$ cat src/rtl/sdram_arb_pkg.sv
// Shared constants and types for the two-port SDRAM arbiter.
// State encoding, port count and bus widths live here so every file agrees.
package sdram_arb_pkg;
  localparam int NUM_PORTS = 2;
  localparam int ADDR_W    = 22;
  localparam int DATA_W    = 16;
  localparam int CNT_W     = 6;

  typedef enum logic [1:0] {
    ST_IDLE   = 2'd0,
    ST_ACCESS = 2'd1,
    ST_GAP    = 2'd2
  } arb_state_e;

  typedef struct packed {
    logic              req;
    logic              wr;
    logic [ADDR_W-1:0] addr;
    logic [DATA_W-1:0] wdata;
  } port_req_t;
endpackage

$ cat src/rtl/sdram_arb_port.sv
// One client port: bundles the incoming request and owns that port's
// registered ack pulse and read-data holding register.
module sdram_arb_port
  import sdram_arb_pkg::*;
(
  input  logic              clk50mhz,
  input  logic              reset,
  input  logic              i_req,
  input  logic              i_wr,
  input  logic [ADDR_W-1:0] i_addr,
  input  logic [DATA_W-1:0] i_wdata,
  input  logic              i_done,
  input  logic              i_is_read,
  input  logic [DATA_W-1:0] i_sd_odata,
  output port_req_t         o_req,
  output logic              o_ack,
  output logic [DATA_W-1:0] o_rdata
);
  logic              r_ack;
  logic [DATA_W-1:0] r_rdata;

  assign o_req   = '{req: i_req, wr: i_wr, addr: i_addr, wdata: i_wdata};
  assign o_ack   = r_ack;
  assign o_rdata = r_rdata;

  // i_done marks this port's last ACCESS cycle, so the ack lands one cycle later
  // together with the freshly captured read data.
  always_ff @(posedge clk50mhz) begin
    if (reset) begin
      r_ack   <= 1'b0;
      r_rdata <= '0;
    end else begin
      r_ack <= i_done;
      if (i_done && i_is_read) r_rdata <= i_sd_odata;
    end
  end
endmodule

$ cat src/rtl/sdram_arbiter.sv
// Two-port SDRAM arbiter: IDLE -> ACCESS (strobe held) -> GAP (strobes idle).
// Define SDRAM_ARB_ROUND_ROBIN_EN for round-robin grants; default is fixed priority to port 0.
module sdram_arbiter
  import sdram_arb_pkg::*;
#(
  parameter int ACCESS_CYCLES = 12,
  parameter int GAP_CYCLES    = 4
) (
  input  logic              clk50mhz,
  input  logic              reset,
  input  logic              p0_req,
  input  logic              p0_wr,
  input  logic [ADDR_W-1:0] p0_addr,
  input  logic [DATA_W-1:0] p0_wdata,
  output logic              p0_ack,
  output logic [DATA_W-1:0] p0_rdata,
  input  logic              p1_req,
  input  logic              p1_wr,
  input  logic [ADDR_W-1:0] p1_addr,
  input  logic [DATA_W-1:0] p1_wdata,
  output logic              p1_ack,
  output logic [DATA_W-1:0] p1_rdata,
  output logic [ADDR_W-1:0] sd_addr,
  output logic [DATA_W-1:0] sd_wdata,
  output logic              sd_rd,
  output logic              sd_we_n,
  input  logic [DATA_W-1:0] sd_odata,
  output arb_state_e        o_dbg_state
);
  // Handshake: a client raises req with wr/addr/wdata valid and holds them until
  // its one-cycle ack; the request is latched at grant, so later changes are ignored.
  localparam logic [CNT_W-1:0] ACCESS_LOAD = CNT_W'(ACCESS_CYCLES - 1);
  localparam logic [CNT_W-1:0] GAP_LOAD    = CNT_W'(GAP_CYCLES - 1);

  arb_state_e        r_state, w_next_state;
  logic [CNT_W-1:0]  r_cnt;
  logic              r_idx;
  logic              r_wr;
  logic [ADDR_W-1:0] r_addr;
  logic [DATA_W-1:0] r_wdata;
  port_req_t         w_req [NUM_PORTS];
  port_req_t         w_win;
  logic              w_any_req, w_grant_idx, w_prefer_p1, w_start, w_done;

  sdram_arb_port u_port0 (
    .clk50mhz   (clk50mhz),
    .reset      (reset),
    .i_req      (p0_req),
    .i_wr       (p0_wr),
    .i_addr     (p0_addr),
    .i_wdata    (p0_wdata),
    .i_done     (w_done && !r_idx),
    .i_is_read  (!r_wr),
    .i_sd_odata (sd_odata),
    .o_req      (w_req[0]),
    .o_ack      (p0_ack),
    .o_rdata    (p0_rdata)
  );

  sdram_arb_port u_port1 (
    .clk50mhz   (clk50mhz),
    .reset      (reset),
    .i_req      (p1_req),
    .i_wr       (p1_wr),
    .i_addr     (p1_addr),
    .i_wdata    (p1_wdata),
    .i_done     (w_done && r_idx),
    .i_is_read  (!r_wr),
    .i_sd_odata (sd_odata),
    .o_req      (w_req[1]),
    .o_ack      (p1_ack),
    .o_rdata    (p1_rdata)
  );

`ifdef SDRAM_ARB_ROUND_ROBIN_EN
  logic r_last_grant;
  assign w_prefer_p1 = !r_last_grant;

  always_ff @(posedge clk50mhz) begin
    if (reset)        r_last_grant <= 1'b1;
    else if (w_start) r_last_grant <= w_grant_idx;
  end
`else
  assign w_prefer_p1 = 1'b0;
`endif

  assign w_any_req   = w_req[0].req || w_req[1].req;
  assign w_grant_idx = w_req[1].req && (!w_req[0].req || w_prefer_p1);

  always_comb begin
    w_next_state = r_state;
    w_start      = 1'b0;
    w_done       = 1'b0;
    w_win        = w_grant_idx ? w_req[1] : w_req[0];
    case (r_state)
      ST_IDLE: begin
        if (w_any_req) begin
          w_next_state = ST_ACCESS;
          w_start      = 1'b1;
        end
      end
      ST_ACCESS: begin
        if (r_cnt == '0) begin
          w_next_state = ST_GAP;
          w_done       = 1'b1;
        end
      end
      ST_GAP: begin
        if (r_cnt == '0) w_next_state = ST_IDLE;
      end
      default: w_next_state = ST_IDLE;
    endcase
  end

  // The counter reloads on entry to ACCESS/GAP and parks at zero otherwise.
  always_ff @(posedge clk50mhz) begin
    if (reset) begin
      r_state <= ST_IDLE;
      r_cnt   <= '0;
      r_idx   <= 1'b0;
      r_wr    <= 1'b0;
      r_addr  <= '0;
      r_wdata <= '0;
    end else begin
      r_state <= w_next_state;
      if (w_start) begin
        r_cnt   <= ACCESS_LOAD;
        r_idx   <= w_grant_idx;
        r_wr    <= w_win.wr;
        r_addr  <= w_win.addr;
        r_wdata <= w_win.wdata;
      end else if (w_done) begin
        r_cnt <= GAP_LOAD;
      end else if (r_cnt != '0) begin
        r_cnt <= r_cnt - CNT_W'(1);
      end
    end
  end

  assign sd_rd       = (r_state == ST_ACCESS) && !r_wr;
  assign sd_we_n     = !((r_state == ST_ACCESS) && r_wr);
  assign sd_addr     = r_addr;
  assign sd_wdata    = r_wdata;
  assign o_dbg_state = r_state;
endmodule

$ cat config.mk
export PLATFORM = sky130hd
export DESIGN_NAME = sdram_arbiter
export DESIGN_NICKNAME = d
export VERILOG_FILES = /design/src/rtl/sdram_arb_pkg.sv /design/src/rtl/sdram_arb_port.sv /design/src/rtl/sdram_arbiter.sv
export SDC_FILE = /design/constraint.sdc
export NUM_CORES = 1
export LEC_CHECK = 0
export BUFFER_PORTS_ARGS = -buffer_cell sky130_fd_sc_hd__buf_2
export CORE_MARGIN = 1.5
export CORE_UTILIZATION = 30
export CTS_BUF_LIST = sky130_fd_sc_hd__clkbuf_8
export CTS_CLUSTER_SIZE = 40
export DETAILED_ROUTE_END_ITERATION = 8
export GPL_ROUTABILITY_DRIVEN = 0
export PLACE_DENSITY_LB_ADDON = 0.1
export RECOVER_POWER = 50
export SETUP_SLACK_MARGIN = 0.1
export SLEW_MARGIN = 20
export SYNTH_ARGS = -nofsm -noshare
export SYNTH_HDL_FRONTEND = slang
export SYNTH_SLANG_ARGS = --single-unit
$ cat constraint.sdc
create_clock -name clk50mhz -period 1.9 [get_ports clk50mhz]
set_clock_uncertainty 0.1 [all_clocks]
set_input_delay 0.285 -clock clk50mhz [delete_from_list [all_inputs] [get_ports clk50mhz]]
set_output_delay 0.285 -clock clk50mhz [all_outputs]
set_load 0.005 [all_outputs]
# [Yosys cells after proc, flatten, opt, wreduce, memory -nomap -nowiden]
# Index checks and enable logic that the tools add are counted.
[word_totals] regBits=82 wordCells=47 out_inout_bits=76 input_bits=98
[op_classes] n_eq_ne=5 muxes=12 addsub=1 reduce_logical=18
[op_table] op="39-bit 2-to-1 mux" n=1
[op_table] op="4-bit 2-to-1 mux" n=3
[op_table] op="1-bit logical AND" n=7
[op_table] op="6-bit zero test" n=1
[op_table] op="2-bit 2-to-1 mux" n=3
[op_table] op="2-bit inequality test, second input constant" n=3
[op_table] op="2-bit case mux with 3 select lines" n=1
[op_table] op="6-bit nonzero test" n=1
[op_table] op="6-bit by 1-bit subtractor with 6-bit output, second input constant" n=1
[op_table] op="1-bit zero test" n=4
[op_table] op="1-bit 2-to-1 mux" n=4
[op_table] op="3-bit AND reduction" n=1
[op_table] op="3-bit nonzero test" n=1
[op_table] op="3-bit OR reduction" n=1
[op_table] op="2-bit by 1-bit == test with 1-bit output, second input constant" n=1
[op_table] op="2-bit == test, second input constant" n=1
[op_table] op="2-bit zero test" n=1
[op_table] op="1-bit logical OR" n=1

# [Longest topological paths before layout]
[logic_depth] word_depth=5 mapped_depth=7 ltp_nobuf=5

# [By module]
# A second synthesis with hierarchy kept.
[unflattened] hier_cells=453 area_unflattened_um2=4443.0
[modules_own_cells] module="sdram_arbiter" n_inst=1 area_per_inst_um2=2283.4 seq_area_each_um2=960.9 cells_per_inst=223
[modules_own_cells] module="sdram_arb_port" n_inst=2 area_per_inst_um2=1079.8 seq_area_each_um2=340.3 cells_per_inst=115

# [Worst setup path after synthesis]
# Ideal clock, no wire load.
[synth_timing] path_kind="register to register" start="reg r_cnt[0]" end="reg u_port1.r_rdata[10] (netlist: u_port1.o_rdata[10])" required_time_ns=1.728 n_path_buf=2 stages_incl_launch_ff=8 path_slack_ns=0.245 setup_ns=0.072 synth_period_minus_slack_ns=1.655 t_arrival_ns=1.484 cell_sequence="dfxtp_1 inv_1 ha_1 nor2b_1 and4_1 buf_6 buf_12 mux2i_1"
[synth_via] elab_chain_len=5
[synth_rtl] item="from (decl)" line="sdram_arbiter.sv:36" rtl="logic [CNT_W-1:0] r_cnt;"
[synth_rtl] item="from (signal assigned)" line="sdram_arbiter.sv:135" rtl="r_cnt <= r_cnt - CNT_W'(1);"
[synth_rtl] item="6-bit zero test" line="sdram_arbiter.sv:103" rtl="if (r_cnt == '0) begin"
[synth_rtl] item="1-bit 2-to-1 mux" line="sdram_arbiter.sv:103"
[synth_rtl] item="1-bit 2-to-1 mux" line="sdram_arbiter.sv:95" rtl="case (r_state)"
[synth_rtl] item="1-bit logical AND" line="sdram_arbiter.sv:67" rtl=".i_done (w_done && r_idx),"
[synth_rtl] item="1-bit logical AND" line="sdram_arb_port.sv:34" rtl="if (i_done && i_is_read) r_rdata <= i_sd_odata;"
[synth_rtl] item="to (signal assigned)" line="sdram_arb_port.sv:34"
[synth_rtl] item="to (decl)" line="sdram_arb_port.sv:20" rtl="logic [DATA_W-1:0] r_rdata;"
# Every way passes these cells.
# A chain may end at the register's enable or synchronous reset.

# [Final worst setup path]
[layout_timing] start="reg r_cnt[0]" end="reg u_port0.r_rdata[7] (netlist: u_port0.o_rdata[7])"
[layout_via] elab_chain_len=5
[layout_rtl] item="6-bit zero test" line="sdram_arbiter.sv:103"
[layout_rtl] item="1-bit 2-to-1 mux" line="sdram_arbiter.sv:103"
[layout_rtl] item="1-bit 2-to-1 mux" line="sdram_arbiter.sv:95"
[layout_rtl] item="1-bit logical AND" line="sdram_arbiter.sv:52" rtl=".i_done (w_done && !r_idx),"
[layout_rtl] item="1-bit logical AND" line="sdram_arb_port.sv:34"
[layout_rtl] item="to (signal assigned)" line="sdram_arb_port.sv:34"
[layout_rtl] item="to (decl)" line="sdram_arb_port.sv:20"
# Every way passes these cells.

==> reports/metrics.yaml <==
outcome:
  status: "finished, final reports clean"
synthesis:
  synth_fp_nets: 462
  ys_seq_elements: 82
  ys_warn_count: 0
  synthCells: 362
  synth.avg_cell_area_um2: 10.34
  ys_types: 37
  netlist_area_mm2: 0.003745
  synth-seq-area-share: 0.4384
cells_and_area:
  mostFrequentLayoutCells: "131 x buf_2, 82 x dfxtp_1, 71 x mux2i_1, 49 x nand2b_1, 44 x a21oi_1"
  drive_above_1_share: 0.3327
  final_nets: 627
  final_area_mm2: 0.004938
  antennaDiodeCount: 0
  areaGrowthSynthToFinish_pct: 31.87
  final_cells: 700
  final_common_cell: "buf_2"
clocking:
  cts_tree: "built"
  numClockSinks: 82
  post_cts_buffers: 0
  clkTransAtPathRegs_ns: 0.09
  ctsRootBufferMaster: "clkbuf_8"
  clk_path_buf_depth: 2
  numCtsBuffers: 9
  htree_levels: 3
  clk_latency_ns: 0.36
timing:
  setup_viol: 0
  layout_min_cycle_time_ns: 1.655
  maxSlewHeadroom: 0.6641
  setup_slack_ns: 0.2450
  finalHoldViolCount: 0
  grt_setup_unrepaired: "no"
  finalCritPeriodShare: 0.8710
  setup_tns_ns: 0
  worstMarginPinSlew_ns: 0.5038
  fmax_mhz: 604.2
  slew_violations: 0
floorplan:
  start_util: 0.3092
  die_area_mm2: 0.01316
  boundaryPins: 174
  fp.dieH_um: 114.7
  core_area_mm2: 0.01211
  fp.dieW_um: 114.7
  fp-row-count: 40
routing:
  wl_um: 9736
  drtPass1Iterations: 4
  drc_errors: 0
  wl_per_cell_um: 13.91
  detail-route-antenna-nets: 0
  num_vias: 3205
  drt_iter0_drc: 100
  via_per_inst: 4.579
placement:
  io_buffer_count: 173
  dpl_cell_area_mm2: 0.004772
  place_ws_ns: 0.2201
  dp_cells: 684
  dpl.hpwl_um: 7117
setup_path:
  worst-setup-path-type: "reg -> reg"
  cp.arrival_ns: 1.85
  cp-start-kind: "flop"
  critPathMaxStageDelay_ns: 0.39
  cp_max_fo: 16
  cp-end-kind: "flop"
  critPathRequiredTime_ns: 2.10
  path_cells: "inv_1 -> ha_1 -> nor2b_2 -> nand4b_1 -> buf_4 -> mux2i_1"
  slowest_stage: "dfxtp_1"
global_routing:
  grt_max_degree: 58
  grt_pass1_vias: 3117
  grt_use_total: 0.1516
  overflow: 0
  grt_pass1_wl_um: 15520
  antenna_found_initial: 0
pwr:
  power.density_mw_per_mm2: 897.0
  finalPower_mw: 4.430
  leakage_nw: 2.301
  peakVddDrop_mv: 0.4618
worst_hold_path:
  hp-class: "in -> reg"
job:
  maxCapViolations: 0
## logic make-up (layout without fill, tap and decap cells)
logic type	count (synthesis)	in the layout	share of synthesized area
AND/OR/NAND/NOR	75	75	0.1286
buffers and inverters	35	205	0.05747
flip-flops	82	82	0.4384
multiplexers	71	71	0.1898
XOR/XNOR	1	1	0.002339
AO/OA/AOI/OAI	96	96	0.1767
adder cells (fa/ha/maj)	2	2	0.006681
## worst paths after layout
check / startpoint / end / slack [ns] / cells past startpoint
max reg2reg: r_cnt[0] / u_port0.o_rdata[7] / 0.25 / 6
min reg2reg: u_port0.o_rdata[14] / u_port0.o_rdata[14] / 0.37 / 2
max: r_cnt[0] / u_port0.o_rdata[7] / 0.25 / 6
min: p0_req / r_idx / 0.03 / 2
## state kept, by name, indices dropped and copies added (netlist names), 2 cells and up
| signal | flops |
|---|---|
| u_port0.o_rdata | 16 |
| u_port1.o_rdata | 16 |
| r_cnt | 6 |
| sd_addr | 22 |
| o_dbg_state | 2 |
| sd_wdata | 16 |
## routing by layer
metal | track usage | share of wire | vias to the layer above
li1 | - | - | 1634
met1 | 0.1889 | 0.45 | 1443
met2 | 0.2423 | 0.46 | 115
met3 | 0.04659 | 0.072 | 13
met4 | 0.06667 | 0.018 | 0
met5 | 0 | 0 | -
## final cells by class
class | instances | area (um2)
multi-input cells | 245 | 1898
clock inverters | 7 | 95.09
clock buffers | 9 | 123.9
inverters | 3 | 11.26
repair buffers | 186 | 958.4
well taps | 168 | 210.2
fillers | 1280 | 7173
flip-flops and latches | 82 | 1642
## synthesized netlist by cell type (all sizes together)
cell type  instances  area share
dfxtp             82        0.44
mux2i             71        0.19
nand2b            50       0.084
a21oi             44       0.059
a211oi            40       0.094
buf               18       0.040
clkbuf            14       0.014
nor2               7      0.0077
inv                3      0.0030
nor2b              3      0.0050
a221oi             2      0.0047
a311oi             2      0.0047
ha                 2      0.0067
nand2              2      0.0020
nand3              2      0.0027
nand4b             2      0.0047
nor3               2      0.0057
o21ai              2      0.0027
o31ai              2      0.0040
a21bo              1      0.0027
a21o               1      0.0020
a31oi              1      0.0017
and2               1      0.0023
and4               1      0.0023
and4b              1      0.0027
and4bb             1      0.0033
nor3b              1      0.0033
o211ai             1      0.0020
or2                1      0.0017
or3                1      0.0017
xnor2              1      0.0023
## where the power goes
part	internal, mW	switching, mW	total (mW)
registers	1.89	0.116	2.01
logic	0.468	0.544	1.01
clock network	0.740	0.667	1.41
total	3.10	1.33	4.43
## metrics by stage
step | utilization | hold slack, ns
floorplan | - | 0.2816
global placement | 0.3940 | 0.3580
detailed placement | 0.3940 | 0.3635
CTS | 0.4121 | 0.0006168
global route | 0.4077 | 0.02451
finish | 0.4077 | 0.02771
## worst max-delay path, delay by kind of cell, from the launching register on
| kind | cells | cell delay [ns] |
|---|---|---|
| buffers and inverters | 2 | 0.40 |
| muxes | 1 | 0.22 |
| adders and majority gates | 1 | 0.22 |
| and+or+nand+nor | 2 | 0.26 |
| DFF | 1 | 0.39 |
## timing repair
action,in CTS,in global routing
setup endpoints to repair,0,4
hold buffers,0,0
gates resized for setup,0,1
hold endpoints to repair,0,0
No activity file was read; power rests on OpenSTA's default activity.
